File: config.mk
export PLATFORM = sky130hd
export DESIGN_NAME = pipe_stage_reg
export DESIGN_NICKNAME = d
export VERILOG_FILES = /design/src/rtl/pipe_stage_reg.sv
export SDC_FILE = /design/constraint.sdc
export NUM_CORES = 1
export LEC_CHECK = 0
export CAP_MARGIN = 15
export CORE_MARGIN = 2
export CORE_UTILIZATION = 55
export DETAILED_ROUTE_END_ITERATION = 12
export DONT_BUFFER_PORTS = 1
export GPL_TIMING_DRIVEN = 0
export PLACE_DENSITY = 0.76
export SLEW_MARGIN = 40
export SYNTH_ARGS = -nofsm -noshare
export SYNTH_HDL_FRONTEND = slang
export SYNTH_SLANG_ARGS = --single-unit
File: constraint.sdc
create_clock -name clk -period 1.6 [get_ports clk]
set_input_delay 0.24 -clock clk [delete_from_list [all_inputs] [get_ports clk]]
set_output_delay 0.24 -clock clk [all_outputs]
set_load 0.03 [all_outputs]
File: src/rtl/pipe_stage_reg.sv
// pipe_stage_reg: parametrised inter-stage pipeline register with valid/ready handshake and flush.
// Define PIPE_SKID_EN to add a skid entry and make in_ready a registered output.
module pipe_stage_reg #(
    parameter int CTRL_W = 8,
    parameter int DATA_W = 32,
    parameter int LANES  = 3,
    parameter int IDX_W  = 5,
    parameter int IDXS   = 3
) (
    input  logic                      clk,
    input  logic                      rst,
    input  logic                      flush,
    input  logic                      in_valid,
    output logic                      in_ready,
    input  logic [CTRL_W-1:0]         in_ctrl,
    input  logic [DATA_W*LANES-1:0]   in_data,
    input  logic [IDX_W*IDXS-1:0]     in_idx,
    output logic                      out_valid,
    input  logic                      out_ready,
    output logic [CTRL_W-1:0]         out_ctrl,
    output logic [DATA_W*LANES-1:0]   out_data,
    output logic [IDX_W*IDXS-1:0]     out_idx
);
    localparam int DW = DATA_W * LANES;
    localparam int XW = IDX_W * IDXS;

`ifdef PIPE_SKID_EN
    typedef enum logic [1:0] {EMPTY = 2'd0, FULL = 2'd1, SKID = 2'd2} state_t;
`else
    typedef enum logic {EMPTY = 1'b0, FULL = 1'b1} state_t;
`endif

    state_t            state, state_nx;
    logic [CTRL_W-1:0] main_ctrl;
    logic [DW-1:0]     main_data;
    logic [XW-1:0]     main_idx;
    logic              accept, drain, load_in, clr_main;

`ifdef PIPE_SKID_EN
    logic [CTRL_W-1:0] skid_ctrl;
    logic [DW-1:0]     skid_data;
    logic [XW-1:0]     skid_idx;
    logic              load_skid, load_from_skid, rdy_q;

    assign in_ready = rdy_q;
`else
    assign in_ready = !out_valid || out_ready;
`endif

    assign out_valid = (state != EMPTY);
    assign accept    = in_valid && in_ready;
    assign drain     = out_valid && out_ready;
    assign out_ctrl  = main_ctrl;
    assign out_data  = main_data;
    assign out_idx   = main_idx;

    always_comb begin
        state_nx = state;
        load_in  = 1'b0;
        clr_main = 1'b0;
`ifdef PIPE_SKID_EN
        load_skid      = 1'b0;
        load_from_skid = 1'b0;
`endif
        case (state)
            EMPTY: if (accept) begin
                state_nx = FULL;
                load_in  = 1'b1;
            end
            FULL: begin
                if (drain && accept) begin
                    load_in = 1'b1;
                end else if (drain) begin
                    state_nx = EMPTY;
                    clr_main = 1'b1;
                end
`ifdef PIPE_SKID_EN
                else if (accept) begin
                    state_nx  = SKID;
                    load_skid = 1'b1;
                end
`endif
            end
`ifdef PIPE_SKID_EN
            SKID: if (drain) begin
                state_nx       = FULL;
                load_from_skid = 1'b1;
            end
`endif
            default: state_nx = EMPTY;
        endcase
        if (flush) state_nx = EMPTY;
    end

    // Invalid entries keep ctrl at zero so a bubble is a downstream no-op.
    always_ff @(posedge clk) begin
        if (rst) begin
            state     <= EMPTY;
            main_ctrl <= '0;
            main_data <= '0;
            main_idx  <= '0;
`ifdef PIPE_SKID_EN
            skid_ctrl <= '0;
            skid_data <= '0;
            skid_idx  <= '0;
            rdy_q     <= 1'b1;
`endif
        end else begin
            state <= state_nx;
`ifdef PIPE_SKID_EN
            rdy_q <= (state_nx != SKID);
`endif
            if (flush) begin
                main_ctrl <= '0;
`ifdef PIPE_SKID_EN
                skid_ctrl <= '0;
`endif
            end else begin
                if (load_in) begin
                    main_ctrl <= in_ctrl;
                    main_data <= in_data;
                    main_idx  <= in_idx;
                end
`ifdef PIPE_SKID_EN
                else if (load_from_skid) begin
                    main_ctrl <= skid_ctrl;
                    main_data <= skid_data;
                    main_idx  <= skid_idx;
                end
`endif
                else if (clr_main) begin
                    main_ctrl <= '0;
                end
`ifdef PIPE_SKID_EN
                if (load_skid) begin
                    skid_ctrl <= in_ctrl;
                    skid_data <= in_data;
                    skid_idx  <= in_idx;
                end else if (load_from_skid) begin
                    skid_ctrl <= '0;
                end
`endif
            end
        end
    end
endmodule

==> metrics.md <==
| Metric | Value |
|---|---|
| Deepest clock path buffer count | 2 |
| Synthesized Nets | 631 |
| CP Capture Type | primary output |
| Clk_skew | approximately 0.0067 ns |
| Mean Syn Cell Area | 10.4 um2 |
| Final setup viols | 0 |
| Power per cell area | roughly 1100 nW/um2 |
| Vias | 4101 |
| Hold Vio Cnt, Final | 0 |
| CTS sink cnt | 120 |
| Hold crit path type | in -> reg |
| Worst R2R End | out_idx[7] |
| Detailed Route WL | between 10000 and 15000 um |
| Share of the yosys chip area belonging to registers | ~46% |
| Hold_ws | between 0.09 and 0.1 ns |
| Port buffer count | 0 |
| Chip Height | between 100 and 150 um |
| Slowest cell on the critical path | dfxtp_4 |
| Hold Crit Depth | 3 |
| Max Fclk | 0.642 GHz |
| Drt wl/cell | roughly 18 um |
| Minimum clock period | ~1.6 ns |
| GPL Wtd Cong | ~0.8 |
| Root buffer cell | clkbuf_8 |
| Initial Utilization | 56.8% |
| Most frequent cells in the layout | nand2b_1 (222), dlygate4sd3_1 (121), dfxtp_1 (119) |
| Clock Latency Late Sink | 0.51 ns |
| Grt ovf | 0 |
| Dpl hpwl | around 8600 um |
| Setup WS post-layout | between 0.04 and 0.05 ns |
| First-pass DRT Iterations | 4 |
| Reg2Reg Depth | 4 |
| Critical path class | reg -> out |
| # diodes | 0 |
| CTS Buf Count | 17 |
| Nets | approximately 770 |
| Area grow syn2layout | 36.5% |
| CTS clk-pin slew, worst paths | 0.05 ns |
| TritonCTS clock tree | done |
| Measured slew at the worst slew-check pin | roughly 0.39 ns |
| Post-CTS setup repair buffer count | 0 |
| # IOs | 245 |
| P_leak | 0.00274 uW |
| Worst path arrival time | 1.32 ns |
| Residual DRC count | 0 |
| Die width | between 100 and 150 um |
| CP Cell Sequence | nor2b_4, inv_1 |
| Hold EP | out_data[86] |
| Synthesized area | between 5000 and 6000 um2 |
| Pin count of the biggest net entering global routing | 17 |
| H-tree depth | 4 |
| Setup crit start kind | flip-flop |
| Reg2reg start | out_valid |
| Row count | 35 |
| Core region area | 9240 um2 |
| Initial antenna violation count | 0 |
| Critical Path Fanout Max | 5 |
| Worst EP required | roughly 1.4 ns |
| Fin. max-slew vios | 0 |
| Share of layout cells above drive strength 1 | roughly 7% |
| Synthesized instance count | 507 |
| First-pass GRT wire length | between 20000 and 25000 um |
| Worst ir drop on vdd | about 720 uV |
| Antenna-violating nets left | 0 |
| Slew HR | 73.7% |
| Worst stage delay on the critical path | a little over 0.4 ns |
| Hold Startpoint | flush |
| Fillers | between 500 and 600 |
| Status | complete, no violations |
| #FFs+latches synth | 120 |
| Reg2reg setup slack | roughly 0.060 ns |
| Most common cell after layout, fill and taps aside | nand2b_1 |
| Yosys warning total | 0 |
| Pre-CTS setup slack | -0.0656 ns |
| Number of global-route vias before repair | between 4000 and 5000 |
| First DRT Iteration DRCs | 86 |
| Die area | 10300 um2 |
| Max Cap Viol | 0 |
| GR Util All Layers | between 20% and 30% |
| Yosys cell types | 14 |
| Via density | 5.21 |
| Period utilisation layout | a little over nine tenths |
-- power breakdown --
| part | switching [uW] | total, uW | leakage [uW] | internal [uW] |
|---|---|---|---|---|
| registers | 421 | 3560 | 0.000982 | 3140 |
| logic | 328 | 806 | 0.00151 | 478 |
| clock network | 1310 | 3420 | 0.000255 | 2100 |
| total | 2060 | 7790 | 0.00274 | 5730 |
-- worst max-delay path: cells and delay by family, from the launching register on --
kind	cells	cell delay (ns)
buf+inv	1	0.17
flops	1	0.41
simple gates	1	0.23
-- how the worst max path moves through the flow --
stage	from	to	slack, ns	cells past startpoint
3_5_place_dp	out_valid	out_data[12]	-0.07	5
2_1_floorplan	out_valid	out_data[0]	0.17	5
4_1_cts	out_valid	in_ready	0.008	2
3_3_place_gp	out_valid	out_data[31]	-0.02	5
5_1_grt	out_valid	out_idx[7]	-0.04	4
6_report	out_valid	in_ready	0.04	2
-- registers in the layout (all words and copies together) (netlist names) --
name and flops:
out_ctrl 8, out_data 96, out_idx 15, out_valid 1
-- Yosys cell counts --
cell      count  area, um2
buf_6         9        101
buf_2         5       25.0
inv_1         1       3.75
buf_4         1       7.51
and3b_1       1       8.76
dfxtp_1     120       2400
nand2b_1    222       1390
a22o_1        8       70.1
clkbuf_1     23       86.3
nor3b_2       1       12.5
nor2_1        2       7.51
nor2b_2       1       8.76
mux2i_1     111       1110
o21a_1        2       15.0
-- cells by family (layout without fill, tap and decap cells) --
logic type | after synthesis | count (layout) | synth area share, %
flip-flops | 120 | 120 | 45.8
multiplexers | 111 | 111 | 21.2
AO/OA/AOI/OAI | 10 | 10 | 1.62
AND/OR/NAND/NOR | 227 | 227 | 27.2
buffers and inverters | 39 | 190 | 4.27
-- metal layers --
layer	GRT usage [%]	routed length (um)	up-vias
li1	-	-	1924
met1	28.7	5670	1938
met2	45.1	7020	194
met3	9.11	1170	45
met4	13.7	448	0
met5	0	0	-
-- cell type report --
type / instances / area, um2 / area share (%)
Tap cell: 129 / 161 / 2.25
Sequential cell: 120 / 2410 / 33.6
Multi-Input combinational cell: 348 / 2630 / 36.7
Clock inverter: 9 / 77.6 / 1.08
Inverter: 1 / 3.75 / 0.0524
Buffer: 38 / 224 / 3.13
Timing Repair Buffer: 121 / 1210 / 16.9
Clock buffer: 21 / 449 / 6.27
-- per-stage QoR --
stage	total power, uW	TNS, ns	cell area [um2]	util [%]	cells
floorplan	4030	0	5250	-	507
global placement	4130	-1.15	5410	58.6	636
detailed placement	4160	-2.56	5410	58.6	636
CTS	7790	0	7150	77.4	787
global route	8030	-0.0447	7170	77.6	787
finish	7790	0	7170	77.6	787
-- repair_timing --
action	in CTS	in global routing
endpoints found under the setup margin	91	58
hold endpoints to repair	120	0
resized for setup	2	3
hold buffers	121	0
gates cloned	0	0
No activity file was read; power rests on OpenSTA's default activity.
